===== config.mk =====
export PLATFORM = sky130hd
export DESIGN_NAME = mac_div
export DESIGN_NICKNAME = d
export VERILOG_FILES = /design/src/rtl/mac_pkg.sv /design/src/rtl/mac_div_core.sv /design/src/rtl/mac_div.sv
export SDC_FILE = /design/constraint.sdc
export NUM_CORES = 1
export LEC_CHECK = 0
export ABC_AREA = 1
export BUFFER_PORTS_ARGS = -buffer_cell sky130_fd_sc_hd__buf_4
export CORE_MARGIN = 2
export CORE_UTILIZATION = 57
export CTS_CLUSTER_SIZE = 12
export DETAILED_ROUTE_END_ITERATION = 10
export HOLD_SLACK_MARGIN = 0.08
export PLACE_DENSITY = 0.78
export REMOVE_ABC_BUFFERS = 1
export SETUP_SLACK_MARGIN = 0.02
export SLEW_MARGIN = 5
export SYNTH_ARGS = -nofsm -noshare
export SYNTH_HDL_FRONTEND = slang
export SYNTH_SLANG_ARGS = --single-unit

===== constraint.sdc =====
create_clock -name clk -period 4 [get_ports clk]
set_input_delay 0.2 -clock clk [delete_from_list [all_inputs] [get_ports clk]]
set_output_delay 0.2 -clock clk [all_outputs]
set_load 0.1 [all_outputs]

===== src/rtl/mac_pkg.sv =====
// Shared definitions for the MAC datapath family: default widths, divider FSM states
// and saturation helpers derived from an arbitrary data width (up to 32 bits).
package mac_pkg;

  localparam int unsigned MAC_DW = 16;
  localparam int unsigned MAC_VW = 8;

  typedef enum logic [1:0] {
    IDLE = 2'd0,
    CALC = 2'd1,
    DONE = 2'd2
  } div_state_e;

  // Largest positive two's-complement value of width w.
  function automatic logic [31:0] sat_max(input int unsigned w);
    return (32'd1 << (w - 1)) - 32'd1;
  endfunction

  // Most negative two's-complement value of width w.
  function automatic logic [31:0] sat_min(input int unsigned w);
    return 32'd1 << (w - 1);
  endfunction

endpackage


===== src/rtl/mac_div_core.sv =====
// Unsigned restoring division of magnitudes, MSB first, one quotient bit per step.
module mac_div_core
  import mac_pkg::*;
#(
  parameter int unsigned DW = MAC_DW,
  parameter int unsigned VW = MAC_VW
) (
  input  logic          clk,
  input  logic          reset_n,
  input  logic          load,
  input  logic          step,
  input  logic [DW:0]   a_mag,
  input  logic [VW:0]   b_mag,
  output logic          last_c,
  output logic [DW-1:0] q_nxt_c,
  output logic [VW:0]   r_nxt_c
);

  localparam int unsigned CW = (DW > 1) ? $clog2(DW) : 1;

  logic [DW-1:0] qsh;
  logic [VW:0]   pr;
  logic [VW:0]   b_reg;
  logic [CW-1:0] cnt;
  logic          fits;

  // Trial subtraction of the divisor from the shifted partial remainder.
  always_comb begin
    fits    = ({pr, qsh[DW-1]} >= {1'b0, b_reg});
    r_nxt_c = fits ? (VW+1)'({pr, qsh[DW-1]} - {1'b0, b_reg})
                   : (VW+1)'({pr, qsh[DW-1]});
    q_nxt_c = {qsh[DW-2:0], fits};
    last_c  = (cnt == '0);
  end

  // qsh starts as the dividend and fills with quotient bits as they resolve.
  always_ff @(posedge clk or negedge reset_n) begin
    if (!reset_n) begin
      qsh   <= '0;
      pr    <= '0;
      b_reg <= '0;
      cnt   <= '0;
    end else if (load) begin
      qsh   <= a_mag[DW-1:0];
      pr    <= (VW+1)'(a_mag[DW]);
      b_reg <= b_mag;
      cnt   <= CW'(DW - 1);
    end else if (step) begin
      qsh <= q_nxt_c;
      pr  <= r_nxt_c;
      if (cnt != '0) cnt <= cnt - CW'(1);
    end
  end

endmodule


===== src/rtl/mac_div.sv =====
// Iterative signed divider with valid/ready handshakes, truncating toward zero.
// Optional MAC_DIV_FLAGS_EN adds divide-by-zero (dz) and overflow (ovf) status outputs.
module mac_div
  import mac_pkg::*;
#(
  parameter int unsigned DW = MAC_DW,
  parameter int unsigned VW = MAC_VW
) (
  input  logic          clk,
  input  logic          reset_n,
  input  logic          in_valid,
  output logic          in_ready,
  input  logic [DW-1:0] dividend,
  input  logic [VW-1:0] divisor,
  output logic          out_valid,
  input  logic          out_ready,
  output logic [DW-1:0] quotient,
  output logic [VW-1:0] remainder
`ifdef MAC_DIV_FLAGS_EN
  ,
  output logic          dz,
  output logic          ovf
`endif
);

  localparam logic [DW-1:0] Q_MAX = DW'(sat_max(DW));
  localparam logic [DW-1:0] Q_MIN = DW'(sat_min(DW));

  div_state_e    state, state_d;
  logic          load, step, last_c;
  logic          accept_c, div_zero_c, ovf_c;
  logic          q_neg, r_neg, ovf_pend;
  logic          oval_d;
  logic [DW-1:0] quot_d, q_nxt_c;
  logic [VW-1:0] rem_d;
  logic [VW:0]   r_nxt_c;
  logic [DW:0]   a_ext, a_mag;
  logic [VW:0]   b_ext, b_mag;

  // Magnitudes carry one extra bit so the most negative operand is represented exactly.
  always_comb begin
    a_ext      = {dividend[DW-1], dividend};
    b_ext      = {divisor[VW-1], divisor};
    a_mag      = dividend[DW-1] ? -a_ext : a_ext;
    b_mag      = divisor[VW-1] ? -b_ext : b_ext;
    accept_c   = in_valid && in_ready;
    div_zero_c = (divisor == '0);
    ovf_c      = (dividend == Q_MIN) && (divisor == '1);
  end

  mac_div_core #(.DW(DW), .VW(VW)) u_core (
    .clk     (clk),
    .reset_n (reset_n),
    .load    (load),
    .step    (step),
    .a_mag   (a_mag),
    .b_mag   (b_mag),
    .last_c  (last_c),
    .q_nxt_c (q_nxt_c),
    .r_nxt_c (r_nxt_c)
  );

  always_ff @(posedge clk or negedge reset_n) begin
    if (!reset_n) state <= IDLE;
    else          state <= state_d;
  end

  // Next state plus next values of the registered result outputs.
  always_comb begin
    state_d = state;
    load    = 1'b0;
    step    = 1'b0;
    oval_d  = out_valid;
    quot_d  = quotient;
    rem_d   = remainder;
    case (state)
      IDLE: begin
        if (accept_c) begin
          if (div_zero_c) begin
            state_d = DONE;
            oval_d  = 1'b1;
            quot_d  = dividend[DW-1] ? Q_MIN : Q_MAX;
            rem_d   = '0;
          end else begin
            state_d = CALC;
            load    = 1'b1;
          end
        end
      end
      CALC: begin
        step = 1'b1;
        if (last_c) begin
          state_d = DONE;
          oval_d  = 1'b1;
          if (ovf_pend) begin
            quot_d = Q_MAX;
            rem_d  = '0;
          end else begin
            quot_d = q_neg ? -q_nxt_c : q_nxt_c;
            rem_d  = VW'(r_neg ? -r_nxt_c : r_nxt_c);
          end
        end
      end
      DONE: begin
        if (out_ready) begin
          state_d = IDLE;
          oval_d  = 1'b0;
        end
      end
      default: state_d = IDLE;
    endcase
  end

  always_ff @(posedge clk or negedge reset_n) begin
    if (!reset_n) begin
      in_ready  <= 1'b1;
      out_valid <= 1'b0;
      quotient  <= '0;
      remainder <= '0;
      q_neg     <= 1'b0;
      r_neg     <= 1'b0;
      ovf_pend  <= 1'b0;
    end else begin
      in_ready  <= (state_d == IDLE);
      out_valid <= oval_d;
      quotient  <= quot_d;
      remainder <= rem_d;
      if (load) begin
        q_neg    <= dividend[DW-1] ^ divisor[VW-1];
        r_neg    <= dividend[DW-1];
        ovf_pend <= ovf_c;
      end
    end
  end

`ifdef MAC_DIV_FLAGS_EN
  // Status flags are only meaningful while out_valid is high.
  always_ff @(posedge clk or negedge reset_n) begin
    if (!reset_n) begin
      dz  <= 1'b0;
      ovf <= 1'b0;
    end else if (state == IDLE && accept_c) begin
      dz  <= div_zero_c;
      ovf <= 1'b0;
    end else if (state == CALC && last_c) begin
      dz  <= 1'b0;
      ovf <= ovf_pend;
    end else if (state == DONE && out_ready) begin
      dz  <= 1'b0;
      ovf <= 1'b0;
    end
  end
`endif

endmodule


==> impl_metrics.py <==
metrics = {
    "timing": {
        "worst_pin_slew_ns": 0.8612,
        "hold_viol": 0,
        "fin_tns_setup_ns": 0,
        "fin_crit_sh_pct": 80.94,
        "fin_skew_ns": 0.01337,
        "worst_hold_slack_ns": 0.1369,
        "relSlewSlack_pct": 42.59,
        "drv_slew": 0,
        "rsz0062_at_grt": "false",
        "setup_violations": 0,
        "fmaxAchievable_mhz": 308.9,
        "fin_crit_ns": 3.238,
    },
    "detailed_routing": {
        "num_vias": 4414,
        "wl_met1_mm": 5.123,
        "dr_wl_met3_um": 899,
        "dr.pass1.iters": 6,
        "drc": 0,
        "met2WireLength_mm": 5.316,
        "ant_nets": 0,
        "drt-initial-drc-count": 424,
        "wire_per_inst_um": 14.47,
        "vias_per_cell": 5.566,
        "routed.top_layer": "met4",
        "routed_wl_mm": 11.48,
    },
    "synth": {
        "syn_avg_cell_area_um2": 7.281,
        "yosys_warnings": 0,
        "synthCells": 636,
        "yosys.cell_types.count": 46,
        "netlist_area_um2": 4631,
        "ys_seq_elements": 69,
        "synth_edf_count": 0,
        "synth_top_cell_area_share_pct": 36.75,
        "yosys.area.top_type": "dfrtp_1",
        "synthFlopType": "dfrtp_1",
        "synth.area.top_cells": "dfrtp_1 (37%), nand2_1 (15%), inv_1 (6.6%)",
        "async_flop_share_pct": 100.0,
        "synth-seq-area-share_pct": 37.31,
    },
    "grt": {
        "grt_pass1_vias": 4051,
        "grt_max_degree": 70,
        "grt_overflow": 0,
        "grt_pass1_wl_mm": 19.53,
        "antenna_found_initial": 0,
        "grt.total_usage_pct": 28.18,
    },
    "layout": {
        "final_area_um2": 5314,
        "synthToLayoutAreaGrowth_pct": 14.75,
        "layout-drive-gt1-share_pct": 14.76,
        "top_regs": "quotient: 16 flops, u_core.qsh: 16 flops",
        "diodes": 0,
        "final_util_pct": 68.06,
        "layout.nets": 730,
    },
    "floorplan": {
        "start_util_pct": 59.31,
        "io_pins": 54,
        "die_h_um": 94.14,
        "core_um2": 7807,
        "chipWidth_um": 94.14,
        "dieArea_um2": 8861,
        "row_count": 32,
    },
    "clock_tree": {
        "cts.repair_timing.setup_buffer_count": 0,
        "clk_latency_ns": 0.36,
        "cts-root-buf": "clkbuf_8",
        "cts.reportedPaths.clkPinSlew_ns": 0.07,
        "cts_made_buffers": 9,
        "cts.htree.levels": 3,
        "cts-resized-gates": 0,
        "postCtsHoldBufs": 1,
        "cts_buffer_depth": 2,
        "numClockSinks": 69,
        "cts_tree": "built",
    },
    "setup_path": {
        "cp_cell_sequence": "inv_1 -> ha_1 -> inv_1 -> fa_1 -> nand2_1 -> nand2_1 -> nand3_4 -> nand2_4 -> nand2_4 -> nand2_8 -> inv_4 -> ha_1 -> nand3_1 -> nor2_1 -> nand3_1 -> nand2_1 -> inv_1 -> nor2_1 -> o21ai_0 -> a21oi_1 -> o21ai_0 -> nand2_1 -> nand3_1",
        "worst-path-buf-inv": 4,
        "cpMostUsedCell": "nand2_1",
        "worst_setup_path_end_kind": "flip-flop",
        "slowest_delay_ns": 0.39,
        "required_ns": 4.22,
        "crit_arrival_ns": 3.45,
        "worstPathMaxFanout": 18,
        "start_kind": "flip-flop",
        "cp_top_family": "simple AND/OR/NAND/NOR gates",
        "cp_slowest_cell": "fa_1",
        "crit_type": "reg -> reg",
    },
    "placement": {
        "port_buffers": 53,
        "dpl.hpwl_mm": 8.600,
        "placed_cell_area_um2": 5089,
        "gp_congestion": 0.9903,
    },
    "worst_hold_path": {
        "holdCritPathClass": "in -> reg",
    },
    "run": {
        "max_cap_viol_count": 0,
    },
    "status": {
        "status": "finished clean",
    },
}
==> layout make-up <==
type                    count  area (um2)
clock buffers              10       127.6
clock inverters             6       87.58
fillers                   682        2494
inverters                  88       332.8
multi-input cells         460        2472
flip-flops and latches     69        1728
well taps                 102       127.6
repair buffers             58       437.9
==> final timing paths <==
path / slack, ns / start / to / cells after the start
setup / recovery: 0.76 / u_core.qsh[15]$_DFFE_PN0P_ / quotient[14]$_DFFE_PN0P_ / 23
hold / removal: 0.14 / dividend[0] / u_core.qsh[0]$_DFFE_PN0P_ / 3
setup reg to reg: 0.76 / u_core.qsh[15]$_DFFE_PN0P_ / quotient[14]$_DFFE_PN0P_ / 23
hold reg to reg: 0.48 / u_core.b_reg[8]$_DFFE_PN0P_ / u_core.b_reg[8]$_DFFE_PN0P_ / 2
max in group asynchronous: 2.94 / reset_n / u_core.b_reg[4]$_DFFE_PN0P_ / 2
min in group asynchronous: 0.49 / reset_n / remainder[2]$_DFFE_PN0P_ / 2
==> cells in the final DEF, fill, tap and decap left out, drive strengths merged, types with 2 or more instances in the layout <==
master / n
buf: 57
o221ai: 6
dfrtp: 68
nor3: 9
a22oi: 5
nand4: 6
nand2: 187
xnor2: 5
nand3b: 2
ha: 15
o22ai: 7
inv: 88
nand3: 50
xor2: 23
clkbuf: 10
bufinv: 2
a21oi: 16
o211ai: 6
o31ai: 3
nor2: 54
o21ai: 55
clkinv: 4
==> stage by stage <==
step | setup WS [ns] | instances
floorplan | 0.8823 | 617
global placement | 0.9496 | 776
detailed placement | 0.8351 | 776
CTS | 0.7880 | 793
global route | 0.3173 | 793
finish | 0.7624 | 793
==> cell usage after synthesis, types with 2 or more instances <==
library cell / n
a21oi_2: 2
xor2_1: 23
o221ai_1: 6
o31ai_1: 3
buf_2: 8
nand2_2: 3
nand4_1: 6
nor3_1: 9
o21ai_1: 3
nor2_1: 44
nor2_4: 4
clkbuf_1: 10
dfrtp_1: 68
inv_1: 82
o21ai_0: 50
a21oi_1: 14
a22oi_1: 5
o211ai_1: 6
nand2_4: 2
xnor2_1: 5
o22ai_1: 7
nand3_2: 2
nand3b_1: 2
nand2_1: 181
o21ai_2: 2
nand3_1: 47
nor2_2: 5
ha_1: 15
inv_2: 5
==> cell families after synthesis <==
logic type	Yosys count	synth area share, %
AO/OA/AOI/OAI	104	13.38
XOR/XNOR	28	5.296
adder cells (fa/ha/maj)	16	4.485
buffers and inverters	107	9.295
flip-flops	69	37.31
AND/OR/NAND/NOR	312	30.24
==> per-layer routing <==
layer / global-route usage, % / vias to the layer above
li1: - / 2163
met1: 39.89 / 2040
met2: 43.57 / 195
met3: 5.698 / 16
met4: 8.575 / 0
met5: 0 / -
==> worst reg2reg max path: stages, from the launching register on <==
cell,delay [ns]
dfrtp_1,0.36
inv_1,0.09
ha_1,0.14
inv_1,0.07
fa_1,0.39
nand2_1,0.08
nand2_1,0.11
nand3_4,0.09
nand2_4,0.06
nand2_4,0.10
nand2_8,0.13
inv_4,0.14
ha_1,0.20
nand3_1,0.15
nor2_1,0.16
nand3_1,0.09
nand2_1,0.10
inv_1,0.06
nor2_1,0.11
o21ai_0,0.12
a21oi_1,0.14
o21ai_0,0.09
nand2_1,0.06
nand3_1,0.06
Power is not shown: default switching activity piles up to over one toggle a cycle in this logic, so the estimate is an artifact.
